<file path="src/rtl/game_controller_pkg.sv">
// Shared definitions for the game controller: FSM state encoding, active-low
// 7-segment patterns and small BCD helper functions.
package game_controller_pkg;

  typedef enum logic [1:0] {
    ST_IDLE = 2'd0,
    ST_PLAY = 2'd1,
    ST_DEAD = 2'd2,
    ST_BAD  = 2'd3   // unreachable encoding, recovers to IDLE
  } state_e;

  // Segment order is {g,f,e,d,c,b,a}; a 0 lights the segment.
  localparam logic [6:0] SEG_0     = 7'b1000000;
  localparam logic [6:0] SEG_1     = 7'b1111001;
  localparam logic [6:0] SEG_2     = 7'b0100100;
  localparam logic [6:0] SEG_3     = 7'b0110000;
  localparam logic [6:0] SEG_4     = 7'b0011001;
  localparam logic [6:0] SEG_5     = 7'b0010010;
  localparam logic [6:0] SEG_6     = 7'b0000010;
  localparam logic [6:0] SEG_7     = 7'b1111000;
  localparam logic [6:0] SEG_8     = 7'b0000000;
  localparam logic [6:0] SEG_9     = 7'b0010000;
  localparam logic [6:0] SEG_BLANK = 7'b1111111;

  // Two-digit BCD increment that sticks at 99.
  function automatic logic [7:0] bcd_inc_sat(input logic [7:0] s);
    logic [7:0] r;
    if (s == 8'h99) begin
      r = s;
    end else if (s[3:0] == 4'd9) begin
      r = {s[7:4] + 4'd1, 4'd0};
    end else begin
      r = {s[7:4], s[3:0] + 4'd1};
    end
    return r;
  endfunction

  // BCD-aware "a > b": tens digit decides unless equal, then ones digit.
  function automatic logic bcd_gt(input logic [7:0] a, input logic [7:0] b);
    logic r;
    if (a[7:4] != b[7:4]) begin
      r = (a[7:4] > b[7:4]);
    end else begin
      r = (a[3:0] > b[3:0]);
    end
    return r;
  endfunction

endpackage

</file>
<file path="src/rtl/game_controller_seg7_decode.sv">
// seg7_decode: one BCD digit to active-low 7-segment pattern (combinational).
//  bcd  in  4  digit 0..9 (other codes blank the display)
//  seg  out 7  {g,f,e,d,c,b,a}, 0 = segment on
module seg7_decode
  import game_controller_pkg::*;
(
  input  logic [3:0] bcd,
  output logic [6:0] seg
);

  // Digit lookup.
  always_comb begin
    seg = SEG_BLANK;
    case (bcd)
      4'd0:    seg = SEG_0;
      4'd1:    seg = SEG_1;
      4'd2:    seg = SEG_2;
      4'd3:    seg = SEG_3;
      4'd4:    seg = SEG_4;
      4'd5:    seg = SEG_5;
      4'd6:    seg = SEG_6;
      4'd7:    seg = SEG_7;
      4'd8:    seg = SEG_8;
      4'd9:    seg = SEG_9;
      default: seg = SEG_BLANK;
    endcase
  end

endmodule

</file>
<file path="src/rtl/game_controller.sv">
// game_controller: IDLE/PLAY/DEAD sequencing, per-frame collision detection,
// BCD score / high score and game-over LED blink.
//  sys_clock, rst_n          clock, async active-low reset
//  frame_tick                one-cycle end-of-frame pulse
//  video_on,bird_pix,pipe_pix per-pixel flags; all three high = collision
//  tap, game_reset           debounced one-cycle button pulses
//  run_en, dead              state decode (PLAY / DEAD)
//  score_bcd, high_bcd       {tens,ones} BCD
//  hex0/hex1, hex4/hex5      score / high digits, active-low segments
//  ledr                      all-on / all-off blink while DEAD
module game_controller
  import game_controller_pkg::*;
#(
  parameter int SCORE_DIV    = 70,
  parameter int BLINK_FRAMES = 16
) (
  input  logic       sys_clock,
  input  logic       rst_n,
  input  logic       frame_tick,
  input  logic       video_on,
  input  logic       bird_pix,
  input  logic       pipe_pix,
  input  logic       tap,
  input  logic       game_reset,
  output logic       run_en,
  output logic       dead,
  output logic [7:0] score_bcd,
  output logic [7:0] high_bcd,
  output logic [6:0] hex0,
  output logic [6:0] hex1,
  output logic [6:0] hex4,
  output logic [6:0] hex5,
  output logic [9:0] ledr
);

  localparam int FW = $clog2(SCORE_DIV);
  localparam int BW = $clog2(BLINK_FRAMES);
  localparam logic [FW-1:0] FRAME_LAST = FW'(SCORE_DIV - 1);
  localparam logic [FW-1:0] FRAME_ONE  = FW'(1);
  localparam logic [BW-1:0] BLINK_LAST = BW'(BLINK_FRAMES - 1);
  localparam logic [BW-1:0] BLINK_ONE  = BW'(1);

  state_e        state_q, state_d;
  logic [7:0]    score_q, score_d;
  logic [7:0]    high_q, high_d;
  logic [FW-1:0] frame_cnt_q, frame_cnt_d;
  logic [BW-1:0] blink_cnt_q, blink_cnt_d;
  logic          coll_q, coll_d;
  logic [9:0]    ledr_q, ledr_d;
  logic          overlap;

  assign overlap = video_on & bird_pix & pipe_pix;

  // Next-state logic; game_reset outranks frame_tick, which outranks tap.
  always_comb begin
    state_d     = state_q;
    score_d     = score_q;
    high_d      = high_q;
    frame_cnt_d = frame_cnt_q;
    blink_cnt_d = blink_cnt_q;
    coll_d      = coll_q;
    ledr_d      = ledr_q;
    if (game_reset) begin
      state_d = ST_IDLE;
      score_d = 8'h00;
      ledr_d  = 10'h000;
      coll_d  = 1'b0;
    end else begin
      case (state_q)
        ST_IDLE: begin
          if (tap) begin
            state_d     = ST_PLAY;
            score_d     = 8'h00;
            frame_cnt_d = '0;
            coll_d      = 1'b0;
          end else begin
            state_d = ST_IDLE;
          end
        end
        ST_PLAY: begin
          if (frame_tick) begin
            // The flag covers the whole frame; this cycle's overlap counts too.
            coll_d = 1'b0;
            if (coll_q | overlap) begin
              state_d     = ST_DEAD;
              blink_cnt_d = '0;
              ledr_d      = 10'h3FF;
              if (bcd_gt(score_q, high_q)) begin
                high_d = score_q;
              end else begin
                high_d = high_q;
              end
            end else if (frame_cnt_q == FRAME_LAST) begin
              frame_cnt_d = '0;
              score_d     = bcd_inc_sat(score_q);
            end else begin
              frame_cnt_d = frame_cnt_q + FRAME_ONE;
            end
          end else if (overlap) begin
            coll_d = 1'b1;
          end else begin
            coll_d = coll_q;
          end
        end
        ST_DEAD: begin
          if (frame_tick) begin
            if (blink_cnt_q == BLINK_LAST) begin
              blink_cnt_d = '0;
              ledr_d      = ~ledr_q;
            end else begin
              blink_cnt_d = blink_cnt_q + BLINK_ONE;
            end
          end else begin
            blink_cnt_d = blink_cnt_q;
          end
        end
        default: begin
          state_d = ST_IDLE;
          score_d = 8'h00;
          ledr_d  = 10'h000;
          coll_d  = 1'b0;
        end
      endcase
    end
  end

  // State and datapath registers.
  always_ff @(posedge sys_clock or negedge rst_n) begin
    if (!rst_n) begin
      state_q     <= ST_IDLE;
      score_q     <= 8'h00;
      high_q      <= 8'h00;
      frame_cnt_q <= '0;
      blink_cnt_q <= '0;
      coll_q      <= 1'b0;
      ledr_q      <= 10'h000;
    end else begin
      state_q     <= state_d;
      score_q     <= score_d;
      high_q      <= high_d;
      frame_cnt_q <= frame_cnt_d;
      blink_cnt_q <= blink_cnt_d;
      coll_q      <= coll_d;
      ledr_q      <= ledr_d;
    end
  end

  assign run_en    = (state_q == ST_PLAY);
  assign dead      = (state_q == ST_DEAD);
  assign score_bcd = score_q;
  assign high_bcd  = high_q;
  assign ledr      = ledr_q;

  seg7_decode u_hex0 (.bcd(score_q[3:0]), .seg(hex0));
  seg7_decode u_hex1 (.bcd(score_q[7:4]), .seg(hex1));
  seg7_decode u_hex4 (.bcd(high_q[3:0]),  .seg(hex4));
  seg7_decode u_hex5 (.bcd(high_q[7:4]),  .seg(hex5));

endmodule
</file>
<file path="config.mk">
export PLATFORM = sky130hd
export DESIGN_NAME = game_controller
export DESIGN_NICKNAME = d
export VERILOG_FILES = /design/src/rtl/game_controller_pkg.sv /design/src/rtl/game_controller_seg7_decode.sv /design/src/rtl/game_controller.sv
export SDC_FILE = /design/constraint.sdc
export NUM_CORES = 1
export LEC_CHECK = 0
export BUFFER_PORTS_ARGS = -buffer_cell sky130_fd_sc_hd__buf_2
export CORE_ASPECT_RATIO = 1.2
export CORE_MARGIN = 4
export CORE_UTILIZATION = 50
export CTS_CLUSTER_DIAMETER = 50
export DETAILED_ROUTE_END_ITERATION = 16
export GPL_TIMING_DRIVEN = 0
export PLACE_DENSITY = 0.73
export SYNTH_ARGS = -nofsm -noshare
export SYNTH_HDL_FRONTEND = slang
export SYNTH_HIERARCHICAL = 1
export SYNTH_SLANG_ARGS = --single-unit
</file>
<file path="constraint.sdc">
create_clock -name sys_clock -period 2.6 [get_ports sys_clock]
set_input_delay 0.65 -clock sys_clock [delete_from_list [all_inputs] [get_ports sys_clock]]
set_output_delay 0.65 -clock sys_clock [all_outputs]
set_load 0.02 [all_outputs]
</file>
# ---- After elaboration in Yosys (flattened, before gate mapping)
# Memory sizes are Yosys's and may differ from the RTL's.
# Cells that the tools add are included.
dict set report word_totals {
  register_bits 40
  mem_bits_ro 448
  input_bits 8
  out_inout_bits 56
  mem_count 4
}
dict set report op_classes {
  add_sub_neg 4
  n_lt_le_gt_ge 2
  eq_ne 24
  mux 39
  bitwise_logic 5
  reduce_logical 11
}
# memory words width read_ports rd_ports_with_merged_regs write_ports line
set mem_list {}
lappend mem_list {{(name not given)} 16 7 1 0 0 game_controller_seg7_decode.sv:14} ;# case (bcd)
lappend mem_list {{(name not given)} 16 7 1 0 0 game_controller_seg7_decode.sv:14}
lappend mem_list {{(name not given)} 16 7 1 0 0 game_controller_seg7_decode.sv:14}
lappend mem_list {{(name not given)} 16 7 1 0 0 game_controller_seg7_decode.sv:14}
# op n
set op_table {}
lappend op_table {{two-way mux 8 bit} 7}
lappend op_table {{two-way mux 10 bit} 5}
lappend op_table {{one-hot mux 10 bit (3 select lines)} 1}
lappend op_table {{two-way mux 7 bit} 4}
lappend op_table {{one-hot mux 8 bit (3 select lines)} 1}
lappend op_table {{AND reduction 5 bit} 4}
lappend op_table {{two-way mux 4 bit} 4}
lappend op_table {{!= test 3 bit (second input constant)} 5}
lappend op_table {{one-hot mux 7 bit (2 select lines)} 1}
lappend op_table {{adder 4 x 1 -> 4 bit (second input constant)} 3}
lappend op_table {{!= test 2 bit (second input constant)} 6}
lappend op_table {{!= test 3 x 2 -> 1 bit (second input constant)} 4}
lappend op_table {{two-way mux 1 bit} 10}
lappend op_table {{NOT 10 bit} 1}
lappend op_table {{equality test 4 bit (second input constant)} 2}
lappend op_table {{equality test 8 bit (second input constant)} 1}
lappend op_table {{greater-than comparator 4 bit} 2}
lappend op_table {{one-hot mux 4 bit (2 select lines)} 1}
lappend op_table {{adder 7 x 1 -> 7 bit (second input constant)} 1}
lappend op_table {{equality test 7 bit (second input constant)} 1}
lappend op_table {{AND reduction 7 bit} 1}
lappend op_table {{two-way mux 2 bit} 3}
lappend op_table {{one-hot mux 2 bit (3 select lines)} 1}
lappend op_table {{AND reduction 3 bit} 2}
lappend op_table {{other kinds (12)} 14}

# ---- Logic depth before layout (Yosys ltp)
dict set report logic_depth {
  ltp_word 8
  depth_mapped 9
  ltp_nobuf 7
}

# ---- Hierarchy
# Netlist, hierarchy kept.
# module instances cells_per_inst area_each_um2
set modules_own_cells {}
lappend modules_own_cells {game_controller 1 260 2386.0}
lappend modules_own_cells {seg7_decode 4 33 210.2}

# ---- Least setup slack after synthesis
# Ideal clock, no wire load.
dict set report synth_timing {
  path_type {register to output}
  from {register score_q[5], in the netlist score_bcd[5]}
  to {output hex1[4]}
  arrival_time_ps 1532
  t_required_ps 1950
  slack_ps 418
  stages_incl_launch_ff 6
  n_path_buf 0
  path_cell_list {dfrtp_1 inv_1 ha_1 nand2_1 o21ai_0 o21ai_0}
}
dict set report synth_between {
  elab_chain_cells 1
}
# item line
set synth_lines {}
lappend synth_lines {{start: declaration} game_controller.sv:44} ;# logic [7:0] score_q, score_d;
lappend synth_lines {{start signal: assignment} game_controller.sv:139} ;# score_q <= score_d;
lappend synth_lines {{memory (16 x 7 bit)} n/a}
lappend synth_lines {{end: declaration} game_controller.sv:30} ;# output logic [6:0] hex1,
# No other way between the ends.

# ---- Worst setup path after layout
dict set report layout_timing {
  from {register score_q[1], in the netlist score_bcd[1]}
  to {output hex0[0]}
}
dict set report layout_between {
  elab_chain_cells 1
}
# item line
set layout_lines {}
lappend layout_lines {{memory (16 x 7 bit)} n/a}
lappend layout_lines {{end: declaration} game_controller.sv:29} ;# output logic [6:0] hex0,
# No other way between the ends.

==> results.sh <==
export IMPL_outcome="complete, no violations"
export IMPL_cp_cell_sequence="inv_1, ha_1, or2_1, a21oi_2, nor2_1, buf_2"
export IMPL_clock_path_buffers=2
export IMPL_power_leakage_nw=1.779
export IMPL_seq_area_frac_synth_pct=31.02
export IMPL_cts_tree="yes"
export IMPL_slowest_delay_ns=0.56
export IMPL_htreeDepth=2
export IMPL_setup_viol=0
export IMPL_cts_num_sinks=40
export IMPL_die_w_um=81.34
export IMPL_r2r_start="high_bcd[1]$_DFFE_PN0P_"
export IMPL_synth_distinct_cells=54
export IMPL_yosysWarnings=6
export IMPL_cts_setup_buffers=0
export IMPL_worstReg2RegEnd="high_bcd[2]$_DFFE_PN0P_"
export IMPL_r2r_cells=7
export IMPL_r2r_setup_slack_ns=0.29
export IMPL_hp_class="in2async"
export IMPL_yosys_area_share_simple_pct=22.06
export IMPL_placementRows=31
export IMPL_dp_hpwl_mm=5.259
export IMPL_slew_headroom_pct=39.62
export IMPL_wl_per_cell_um=12.78
export IMPL_p_per_area_nw_per_um2=325.9
export IMPL_crit_type="reg2out"
export IMPL_grt_start_max_net_pins=41
export IMPL_synth_seq_cells=40
export IMPL_synth_compound_area_share_pct=20.55
export IMPL_core_area_um2=6167
export IMPL_num_fill_cells=568
export IMPL_critPathRequiredTime_ns=1.95
export IMPL_synth_mux_area_share_pct=3.373
export IMPL_die_y_um=96
export IMPL_fin_setup_tns_ns=0
export IMPL_port_buffers=62
export IMPL_worst_pin_slew_ns=0.9058
export IMPL_period_share_pct=94.22
export IMPL_synthFlopType="dfrtp_1"
export IMPL_clk_latency_ns=0.30
export IMPL_clk_pin_slew_ns=0.08
export IMPL_fin_nets=507
export IMPL_num_vias=2904
export IMPL_grt_pass1_vias=2733
export IMPL_min_period_ns=2.450
export IMPL_antenna_cells=0
export IMPL_synth_top_family_by_area="simple AND/OR/NAND/NOR gates"
export IMPL_async_flop_share_pct=100.0
export IMPL_place_gp_congestion=0.8336
export IMPL_worstPathArrival_ns=1.80
export IMPL_ir_drop_mv=0.2812
export IMPL_io_pins=64
export IMPL_cp_end_kind="primary output"
export IMPL_synth_area_um2=3227
export IMPL_rsz0062_at_grt="no"
export IMPL_crit_family="flip-flops"
export IMPL_synth_xor_area_share_pct=0
export IMPL_drcViolationCount=0
export IMPL_fin_skew_ns=0.01298
export IMPL_die_area_um2=7808
export IMPL_drt_iter0_drc=121
export IMPL_initial_core_util_pct=52.32
export IMPL_placed_area_um2=3640
export IMPL_slew_violations=0
export IMPL_maxCapViolations=0
export IMPL_track_usage_pct=18.51
export IMPL_fin_hold_ws_ns=0.4814
export IMPL_synth_edff_count=0
export IMPL_final_hold_viol_count=0
export IMPL_critPathMaxFanout=11
export IMPL_final_layout_size_suffix_gt1_share_pct=19.96
export IMPL_ant_nets=0
export IMPL_avgSynthCellArea_um2=8.232
export IMPL_crit_slowest_cell="dfrtp_1"
export IMPL_grt_pass1_wl_mm=11.71
export IMPL_synthesis_nets=438
export IMPL_routed_via_density=5.348
export IMPL_root_buffer="clkbuf_8"
export IMPL_max_freq_mhz=408.2
export IMPL_antenna_found_initial=0
export IMPL_syn_to_final_growth_pct=15.20
export IMPL_hold_buffers=0
export IMPL_cts_resized=0
export IMPL_synthAdderAreaFrac_pct=14.73
export IMPL_final_area_um2=3717
export IMPL_path_buf_inv=2
export IMPL_startpoint_type="flip-flop"
export IMPL_cts_buffers=5
export IMPL_drt_total_wl_mm=6.941
export IMPL_overflow=0
export IMPL_drt_pass1_iter_count=4
export IMPL_synthCells=392
[sequential cells by signal, summed over array words and instances (netlist names)]
signal and flops:
score_bcd 8, coll_q 1, blink_cnt_q 4, frame_cnt_q 7
state_q 2, ledr 10, high_bcd 8
[logic make-up after synthesis]
group / count (synthesis)
mux: 10
compound gates: 111
fa+ha+maj: 38
flops: 40
simple gates: 134
buf+inv: 59
[synth_stat cells, drive strengths merged (6+ instances only)]
cell type / instances / area (um2)
or2: 6 / 40.04
nand3: 8 / 40.04
nor2: 35 / 131.4
ha: 38 / 475.5
nand2b: 22 / 137.6
inv: 43 / 161.4
dfrtp: 40 / 1001
o21ai: 53 / 265.3
buf: 11 / 86.33
a21oi: 31 / 170.2
mux2: 7 / 78.82
nand2: 33 / 123.9
[final cells by class]
type                    instances  area [um2]  share of cell area, %
flip-flops and latches         40        1001                  26.93
clock buffers                   6       72.57                  1.952
well taps                      82       102.6                  2.760
multi-input cells             293        1959                  52.71
plain buffers                  16       105.1                  2.827
clock inverters                 1       5.005                 0.1346
inverters                      43       161.4                  4.342
repair buffers                 62       310.3                  8.347
[per-layer routing]
| layer | global-route usage [%] | part of all wire (%) | vias to the layer above |
|---|---|---|---|
| met4 | 5.493 | 1.2 | 0 |
| met5 | 0 | 0 | - |
| met1 | 22.44 | 44 | 1354 |
| met3 | 2.341 | 4.1 | 11 |
| li1 | - | - | 1477 |
| met2 | 33.76 | 51 | 62 |
[through the flow]
stage	cells	util (%)	total power, W	setup WS (ns)
floorplan	392	-	0.0007747	0.4180
global placement	536	59.02	0.0008246	0.3121
detailed placement	536	59.02	0.0008308	0.2625
CTS	543	60.28	0.001227	0.1265
global route	543	60.28	0.001271	0.02846
finish	543	60.28	0.001211	0.1502
[worst reg2reg max path: cells and delay by family, from the launching register on]
kind | cells | cell delay [ns]
flip-flops | 1 | 0.48
AO/OA/AOI/OAI | 2 | 0.29
buffers and inverters | 1 | 0.11
multiplexers | 1 | 0.38
AND/OR/NAND/NOR | 2 | 0.63
adder cells (fa/ha/maj) | 1 | 0.30
[placed cells by master (no fill, tap or decap), drive strengths merged, types with 4 or more instances in the layout]
cell	instances
nand2b	22
or2	6
nand4	4
clkbuf	11
nand2	33
or2b	4
a31oi	5
mux2	7
dfrtp	40
o21ai	53
nand3	8
nor2b	5
a21oi	31
nor2	35
buf	73
nor3	4
inv	43
ha	38
[worst max path at each step]
stage	depth (start not counted)	slack, ns	start	endpoint
CTS	6	0.13	score_bcd[1]$_DFFE_PN0P_	hex0[0]
global placement	6	0.31	score_bcd[1]$_DFFE_PN0P_	high_bcd[2]$_DFFE_PN0P_
global route	6	0.03	score_bcd[1]$_DFFE_PN0P_	hex0[3]
detailed placement	7	0.26	high_bcd[1]$_DFFE_PN0P_	high_bcd[6]$_DFFE_PN0P_
floorplan	5	0.42	score_bcd[5]$_DFFE_PN0P_	hex1[4]
finish	6	0.15	score_bcd[1]$_DFFE_PN0P_	hex0[0]
[report_power, final]
group          switching, W  internal, W  total (W)  leakage (nW)
sequential        0.0000171     0.000637   0.000654         0.540
clock              0.000212     0.000183   0.000394        0.0410
combinational      0.000106    0.0000578   0.000164          1.20
total              0.000335     0.000877    0.00121          1.78
(Power assumes the default switching activity.)
